[config.mk]
export PLATFORM = sky130hd
export DESIGN_NAME = f_fetch_unit
export DESIGN_NICKNAME = d
export VERILOG_FILES = /design/src/rtl/f_fetch_unit.sv
export SDC_FILE = /design/constraint.sdc
export NUM_CORES = 1
export LEC_CHECK = 0
export ABC_AREA = 0
export CAP_MARGIN = 20
export CORE_AREA = 2 2 122 124
export DETAILED_ROUTE_END_ITERATION = 10
export DIE_AREA = 0 0 124 126
export PLACE_DENSITY = 0.82
export SLEW_MARGIN = 20
export SYNTH_ARGS = -nofsm -noshare
export SYNTH_HDL_FRONTEND = slang
export SYNTH_SLANG_ARGS = --single-unit
[constraint.sdc]
create_clock -name clk -period 4.25 [get_ports clk]
set_clock_uncertainty 0.2 [all_clocks]
set_input_delay 0.85 -clock clk [delete_from_list [all_inputs] [get_ports clk]]
set_output_delay 0.85 -clock clk [all_outputs]
set_load 0.005 [all_outputs]
[src/rtl/f_fetch_unit.sv]
// Fetch stage and F/D pipeline register of the 5-stage MIPS core.
// Holds the fetch PC and picks the next PC from the D-stage branch/jump decision.
module f_fetch_unit #(
   parameter logic [31:0] RESET_PC  = 32'h0000_3000,
   parameter logic [31:0] NOP_INSTR = 32'h0000_0000
) (
   input  logic        clk,
   input  logic        reset,
   input  logic        stall,
   input  logic [31:0] F_instr,
   input  logic [2:0]  D_npc_sel,
   input  logic        D_equal,
   input  logic [15:0] D_imm16,
   input  logic [25:0] D_imm26,
   input  logic [31:0] D_rs_data,
   output logic [31:0] F_PC,
   output logic [31:0] D_PC,
   output logic [31:0] D_instr
);

   typedef enum logic [2:0] {
      NPC_PC4    = 3'b000,
      NPC_BRANCH = 3'b001,
      NPC_JUMP   = 3'b010,
      NPC_JR     = 3'b011
   } npc_sel_e;

   logic [31:0] f_pc_q, f_pc_d;
   logic [31:0] d_pc_q, d_pc_d;
   logic [31:0] d_instr_q, d_instr_d;

   logic [31:0] pc4;
   logic [31:0] btgt;
   logic [31:0] jtgt;
   logic [31:0] boff;

   // Targets are relative to the instruction in D; the delay slot is already at F_PC.
   assign pc4  = f_pc_q + 32'd4;
   assign boff = {{14{D_imm16[15]}}, D_imm16, 2'b00};
   assign btgt = d_pc_q + 32'd4 + boff;
   assign jtgt = {d_pc_q[31:28], D_imm26, 2'b00};

   // NOTE: every output of a combinational block gets a default assignment first,
   // so no path through the case statement can leave a value unassigned (latch).
   always_comb begin
      f_pc_d    = pc4;
      d_pc_d    = f_pc_q;
      d_instr_d = F_instr;
      case (D_npc_sel)
         NPC_BRANCH: f_pc_d = D_equal ? btgt : pc4;
         NPC_JUMP:   f_pc_d = jtgt;
         NPC_JR:     f_pc_d = D_rs_data;
         default:    f_pc_d = pc4;
      endcase
   end

   // NOTE: sequential state uses non-blocking assignments so all three registers
   // update from the same pre-edge values, regardless of statement order.
   always_ff @(posedge clk) begin
      if (reset) begin
         f_pc_q    <= RESET_PC;
         d_pc_q    <= RESET_PC;
         d_instr_q <= NOP_INSTR;
      end else if (!stall) begin
         f_pc_q    <= f_pc_d;
         d_pc_q    <= d_pc_d;
         d_instr_q <= d_instr_d;
      end
   end

   assign F_PC    = f_pc_q;
   assign D_PC    = d_pc_q;
   assign D_instr = d_instr_q;

endmodule

==> out/metrics.csv, run 1 <==
stage,metric,value,unit
sta,min cycle time layout,3.72,ns
min_path,end of the worst hold path,D_instr[31],
sta,Fin. Hold Viols,0,
drt,routed len/inst,17.7,µm
worst_setup_path,kind of end point of the critical path,flop,
power_and_ir_drop,LEAKAGE,3.89,nW
cts,# resized after CTS,0,
worst_setup_path,Worst setup SP type,primary input,
worst_setup_path,WP data required,4.33,ns
cts,hold_buf cts,0,
placed_design,DP Worst Slack,0.209,ns
run_status,outcome,"complete, no violations",
worst_setup_path,WS Path Type,primary input to flop,
finish,P&R area growth vs syn,37.9,%
floorplan,initial core utilization,46.8,%
placed_design,IO buf count,208,
synthesis,most common flop cell mapped by yosys,dfxtp_1,
finish,Finished Core Util,64.6,%
grt,number of global-route vias before repair,6634,
synthesis,sequential share of the synthesized area,28.7,%
synthesis,Yosys reg bits,96,
min_path,hold depth,2,
placed_design,DPL Wire Length,15400,µm
synthesis,mapped cell area,6700,µm²
sta,max-slew violation count,0,
finish,multi-input logic area,4550,µm²
worst_setup_path,CP peak stage delay,0.73,ns
worst_setup_path,Crit-path slowest cell,clkdlybuf4s50_1,
sta,Max Fclk,269,MHz
floorplan,die width,124,µm
floorplan,Top Ports,209,
min_path,hold_sp,D_instr[31],
worst_setup_path,CP Cell Sequence,clkdlybuf4s50_1 -> ha_1 -> ha_1 -> a21oi_2 -> o21bai_1 -> a2111oi_0 -> o41ai_1 -> or3_1 -> o21ai_1 -> nand4b_1 -> o211ai_1,
grt,initial antenna violation count,0,
floorplan,Placeable Area,14300,µm²
worst_setup_path,worst flop-to-flop path endpoint,F_PC[27],
sta,crit share post-route,87.6,%
drt,number of routed nets with antenna violations,0,
synthesis,synthesized area per cell,8.45,µm²
drt,final wirelength,20700,µm
sta,WHS,0.297,ns
min_path,Worst Hold Class,flop to flop,
grt,Top Usage Layer GRT,met2,
cts,H-Tree Depth,3,
cts,worst skew pair latency,0.35,ns
sta,Final WS setup,0.528,ns
drt,drc violations,0,
synthesis,Post-synth EDFFs,0,
synthesis,ys async rst share,0,%
cts,maximum clock insertion buffer count,2,
sta,setup TNS,0,ns
floorplan,full die area,15600,µm²
cts,clock tree root buffer cell,clkbuf_16,
sta,Rel. slew slack,50.1,%
placed_design,GPL Wtd Cong,0.899,
synthesis,Syn. warnings,0,
grt,first-pass GRT wire length,33100,µm
cts,"CTS clk-pin slew, worst paths",0.08,ns
worst_setup_path,cell mode on critical path,ha_1,
sta,RSZ-0062 raised after global routing,false,
grt,GR Util All Layers,26.8,%
finish,share of layout cells above drive strength 1,6.48,%
sta,setup violators final,0,
grt,GR Util met2,44.2,%
cts,CTS tree,built,
cts,clock buffer count from CTS,9,
drt,1st-pass router iterations,6,
floorplan,num rows,44,
synthesis,syn nets,965,
drt,mean number of vias per cell,5.72,
finish,Ant. Diodes,0,
drt,initial DRC count,502,
job,Max-Cap Viols,0,
grt,GR Util met3,6.97,%
worst_setup_path,Worst R2R Path Depth,14,
finish,Finished Layout Cells,1172,
synthesis,synthesized instance count,793,
synthesis,Yosys cell types,69,
drt,via count,6699,
cts,postcts setup bufs,0,
worst_setup_path,reg2reg start,D_PC[2],
worst_setup_path,crit path max fanout,10,
floorplan,DIE HEIGHT,126,µm
placed_design,placed instance count,1156,
worst_setup_path,R2R Setup Slk,1.12,ns
worst_setup_path,"Arr. time, crit path",3.80,ns
finish,# fillers,1269,
grt,largest net degree at the start of global routing,48,
sta,Worst Max-Slew Pin Slew,0.749,ns
grt,met1 GRT Util,34.3,%
power_and_ir_drop,cell area power density,271,nW/µm²
cts,Sink Count,96,
finish,Layout Nets,1155,
power_and_ir_drop,Peak VDD IR,0.220,mV
finish,Reg area,1920,µm²
grt,GRT overflow,0,
## flip-flops by register name, indices dropped and copies added, names as in the netlist
name,flops
D_instr,32
F_PC,32
D_PC,32
## critical path, delay by kind of cell
kind | cells | cell delay [ns]
fa+ha+maj | 2 | 0.63
compound gates | 6 | 1.16
simple gates | 2 | 0.43
buf+inv | 1 | 0.73
## synthesized netlist by cell type (13+ instances only)
cell type | n | area [µm²]
nand2_1 | 45 | 169
clkbuf_1 | 29 | 109
o22ai_1 | 13 | 81.3
xnor2_1 | 25 | 219
mux2i_1 | 91 | 911
nor2_1 | 115 | 432
a21o_1 | 15 | 113
nor3_1 | 17 | 85.1
ha_1 | 58 | 726
o21ai_0 | 41 | 205
a21oi_1 | 41 | 205
inv_1 | 15 | 56.3
nand3_1 | 25 | 125
dfxtp_1 | 96 | 1920
## area by class of cell
| class | instances | area share, % |
|---|---|---|
| clock buffers | 9 | 2.44 |
| clock inverters | 7 | 0.921 |
| inverters | 16 | 0.650 |
| multi-input cells | 638 | 49.2 |
| flip-flops and latches | 96 | 20.8 |
| well taps | 184 | 2.49 |
| repair buffers | 222 | 23.5 |
## cells by family (layout without fill, tap and decap cells)
group	after synthesis	after routing	synth area share, %
adders and majority gates	59	59	11.1
and+or+nand+nor	248	248	17.1
AOI/OAI and AO/OA	201	201	20.8
xor gates and xnor gates	36	36	4.70
muxes	94	94	14.1
buffers and inverters	59	254	3.49
DFF	96	96	28.7
## where the power goes
part / switching [W] / total [W] / leakage [nW] / internal (W)
clock: 0.000404 / 0.000874 / 0.153 / 0.000470
combinational: 0.000289 / 0.000629 / 2.95 / 0.000341
sequential: 0.0000543 / 0.00100 / 0.788 / 0.000947
total: 0.000747 / 0.00250 / 3.89 / 0.00176
## how the worst max path moves through the flow
stage,start,endpoint,slack (ns),depth (start not counted)
after CTS,D_imm16[15],F_PC[31],0.57,11
after global routing,D_imm16[15],F_PC[31],0.28,11
after detailed placement,D_imm16[15],F_PC[31],0.21,11
final,D_imm16[15],F_PC[31],0.53,11
after floorplan,D_imm16[1],F_PC[27],0.89,12
after global placement,D_imm16[0],F_PC[27],0.28,15
## metrics by stage
stage                     instance area (µm²)  total power, W
final                                    9240         0.00250
after global routing                     9240         0.00262
after CTS                                9240         0.00252
after detailed placement                 8930         0.00165
after global placement                   8930         0.00164
after floorplan                          6700         0.00135
## cell usage in the layout (no fill, tap or decap), drive strengths merged, types with 7 or more instances in the layout
| master | instances |
|---|---|
| buf | 17 |
| o211ai | 7 |
| mux2i | 91 |
| nand3 | 26 |
| ha | 58 |
| inv | 19 |
| nand4 | 8 |
| dfxtp | 96 |
| clkdlybuf4s50 | 205 |
| a21oi | 42 |
| nor3 | 19 |
| clkbuf | 9 |
| and3 | 7 |
| o22ai | 13 |
| xor2 | 11 |
| nand2 | 45 |
| o21a | 15 |
| xnor2 | 25 |
| a21o | 16 |
| nor2 | 115 |
| o21ai | 52 |
| a211oi | 15 |
## layer usage
metal | vias up | wire (µm)
met5 | - | 0
met4 | 0 | 334
met3 | 27 | 1780
met2 | 276 | 9740
met1 | 3126 | 8860
li1 | 3270 | -
No activity file was read; power rests on OpenSTA's default activity.
==> inputs of run 2 (changes only) <==
Settings changed: RECOVER_POWER from default to 100.
Clock period 4.25 ns to 4.04 ns, I/O delays scaled along.
==> out/metrics.csv, run 2 (synthesized netlist as in run 1, its figures left out) <==
stage,metric,value,unit,change
floorplan,Top Ports,209,,unchanged
grt,Top Usage Layer GRT,met2,,
run_status,violated checks,"max-capacitance violations, max-slew violations",,
grt,GR Util All Layers,26.9,%,+0.17 points
drt,1st-pass router iterations,7,,+1
sta,crit share post-route,93.8,%,
finish,"commonest cells after routing, fill and taps aside","115 x nor2_1, 104 x clkdlybuf4s50_1, 101 x dlygate4sd3_1",,
worst_setup_path,kind of end point of the critical path,flop,,
worst_setup_path,reg2reg start,D_PC[3],,
worst_setup_path,CP Cell Sequence,clkdlybuf4s50_1 -> ha_1 -> ha_1 -> inv_1 -> fa_1 -> nor2b_1 -> o31ai_1 -> a211oi_4 -> o21ai_0 -> a21boi_1 -> o21a_1 -> o41ai_1 -> o21a_1,,
cts,hold_buf cts,0,,unchanged
power_and_ir_drop,overall power,0.00257,W,+2.5%
worst_setup_path,Worst setup SP type,primary input,,
grt,met1 GRT Util,33.9,%,-0.43 points
floorplan,DIE HEIGHT,126,µm,unchanged
cts,"CTS clk-pin slew, worst paths",0.07,ns,about the same
drt,via count,6783,,+1.3%
drt,number of routed nets with antenna violations,0,,unchanged
finish,"commonest non-fill, non-tap cell in the layout",nor2_1,,
floorplan,full die area,15600,µm²,unchanged
job,Max-Cap Viols,1,,+1
drt,initial DRC count,545,,+8.6%
worst_setup_path,WP buf/inv,2,,+1
finish,Layout Nets,1162,,+0.61%
placed_design,IO buf count,208,,unchanged
grt,GRT overflow,0,,unchanged
sta,RSZ-0062 raised after global routing,false,,
power_and_ir_drop,LEAKAGE,4.16,nW,+6.9%
floorplan,Placeable Area,14300,µm²,unchanged
worst_setup_path,CP peak stage delay,0.51,ns,-0.22 ns
cts,clock buffer count from CTS,9,,unchanged
cts,worst skew pair latency,0.36,ns,about the same
power_and_ir_drop,cell area power density,278,nW/µm²,+2.7%
min_path,Worst Hold Class,flop to flop,,
drt,mean number of vias per cell,5.75,,+0.65%
cts,postcts setup bufs,0,,unchanged
floorplan,initial core utilization,46.8,%,unchanged
cts,CTS tree,built,,
min_path,hold_sp,D_instr[1],,
run_status,outcome,finished with violations,,
worst_setup_path,crit path from,D_imm16[1],,
floorplan,num rows,44,,unchanged
power_and_ir_drop,Peak VDD IR,0.216,mV,-2.0%
grt,largest net degree at the start of global routing,51,,+6.3%
grt,number of global-route vias before repair,6578,,-0.84%
floorplan,die width,124,µm,unchanged
drt,final wirelength,20900,µm,+0.94%
sta,setup violators final,0,,unchanged
placed_design,DPL Wire Length,15500,µm,+0.52%
cts,maximum clock insertion buffer count,2,,unchanged
grt,GR Util met2,44.1,%,-0.16 points
cts,clock tree root buffer cell,clkbuf_16,,
sta,Rel. slew slack,-11.9,%,-62 points
worst_setup_path,Crit-path slowest cell,o31ai_1,,
finish,multi-input logic area,4510,µm²,-0.85%
finish,P&R area growth vs syn,37.7,%,
grt,GR Util met3,7.43,%,+0.45 points
worst_setup_path,cell family with most CP delay,compound AO/OA/AOI/OAI gates,,
cts,Sink Count,96,,unchanged
sta,Max Fclk,264,MHz,
sta,setup TNS,0,ns,unchanged
drt,routed len/inst,17.7,µm,+0.34%
worst_setup_path,"Arr. time, crit path",3.90,ns,+0.10 ns
finish,share of layout cells above drive strength 1,6.13,%,-0.35 points
finish,Reg area,1920,µm²,unchanged
grt,initial antenna violation count,0,,unchanged
drt,drc violations,0,,unchanged
placed_design,GPL Wtd Cong,0.917,,+1.9%
grt,first-pass GRT wire length,33200,µm,+0.21%
cts,H-Tree Depth,3,,unchanged
cts,# resized after CTS,0,,unchanged
worst_setup_path,WS Path Type,primary input to flop,,
sta,Worst Max-Slew Pin Slew,1.68,ns,+0.930 ns
sta,max-slew violation count,36,,+36
finish,# fillers,1237,,-2.5%
worst_setup_path,crit path max fanout,3,,-7
sta,min cycle time layout,3.79,ns,
worst_setup_path,WP data required,4.15,ns,-0.18 ns
sta,Fin. Hold Viols,0,,unchanged
finish,Ant. Diodes,0,,unchanged
[run 2: cell type report]
class	instances	share of cell area (%)
Clock inverter	7	0.719
Tap cell	184	2.50
Multi-Input combinational cell	638	48.8
Inverter	16	0.651
Sequential cell	96	20.8
Timing Repair Buffer	229	24.0
Clock buffer	9	2.44
[run 2: path summary, 6_finish.rpt]
| path | cells past startpoint | slack (ns) | endpoint |
|---|---|---|---|
| worst max-delay path | 13 | 0.25 | F_PC[19] |
| worst min-delay path | 2 | 0.29 | D_instr[1] |
| worst max register to register | 12 | 0.82 | F_PC[19] |
| worst min register to register | 2 | 0.29 | D_instr[1] |
[run 2: tightest hold or removal path: stages, from the launching register on]
cell and delay [ns]:
dfxtp_1 0.33, mux2i_1 0.06, nor2_1 0.07
[run 2: per-stage QoR]
step	utilization (%)	cell area (µm²)	cells	setup WS, ns	hold slack (ns)
after floorplan	-	6700	793	0.725	0.288
after global placement	62.8	8980	1163	0.143	0.273
after detailed placement	62.8	8980	1163	0.0852	0.284
after CTS	64.8	9280	1179	0.446	0.301
after global routing	64.5	9230	1179	0.0950	0.335
final	64.5	9230	1179	0.249	0.291
[run 2: layer usage]
metal | part of all wire (%) | vias to the layer above
met3 | 9.4 | 39
met5 | 0 | -
met4 | 2.3 | 0
met1 | 41 | 3170
met2 | 47 | 293
li1 | - | 3281
[run 2: power breakdown]
group | internal [W] | total (W) | switching [W]
Clock | 0.000437 | 0.000871 | 0.000434
Combinational | 0.000341 | 0.000643 | 0.000303
Sequential | 0.000996 | 0.00105 | 0.0000568
==> inputs of run 3 (changes only) <==
Settings changed: CTS_CLUSTER_SIZE from default to 28.
==> results of run 3 <==
No change in the layout: final DEF, timing and power equal those of run 2.
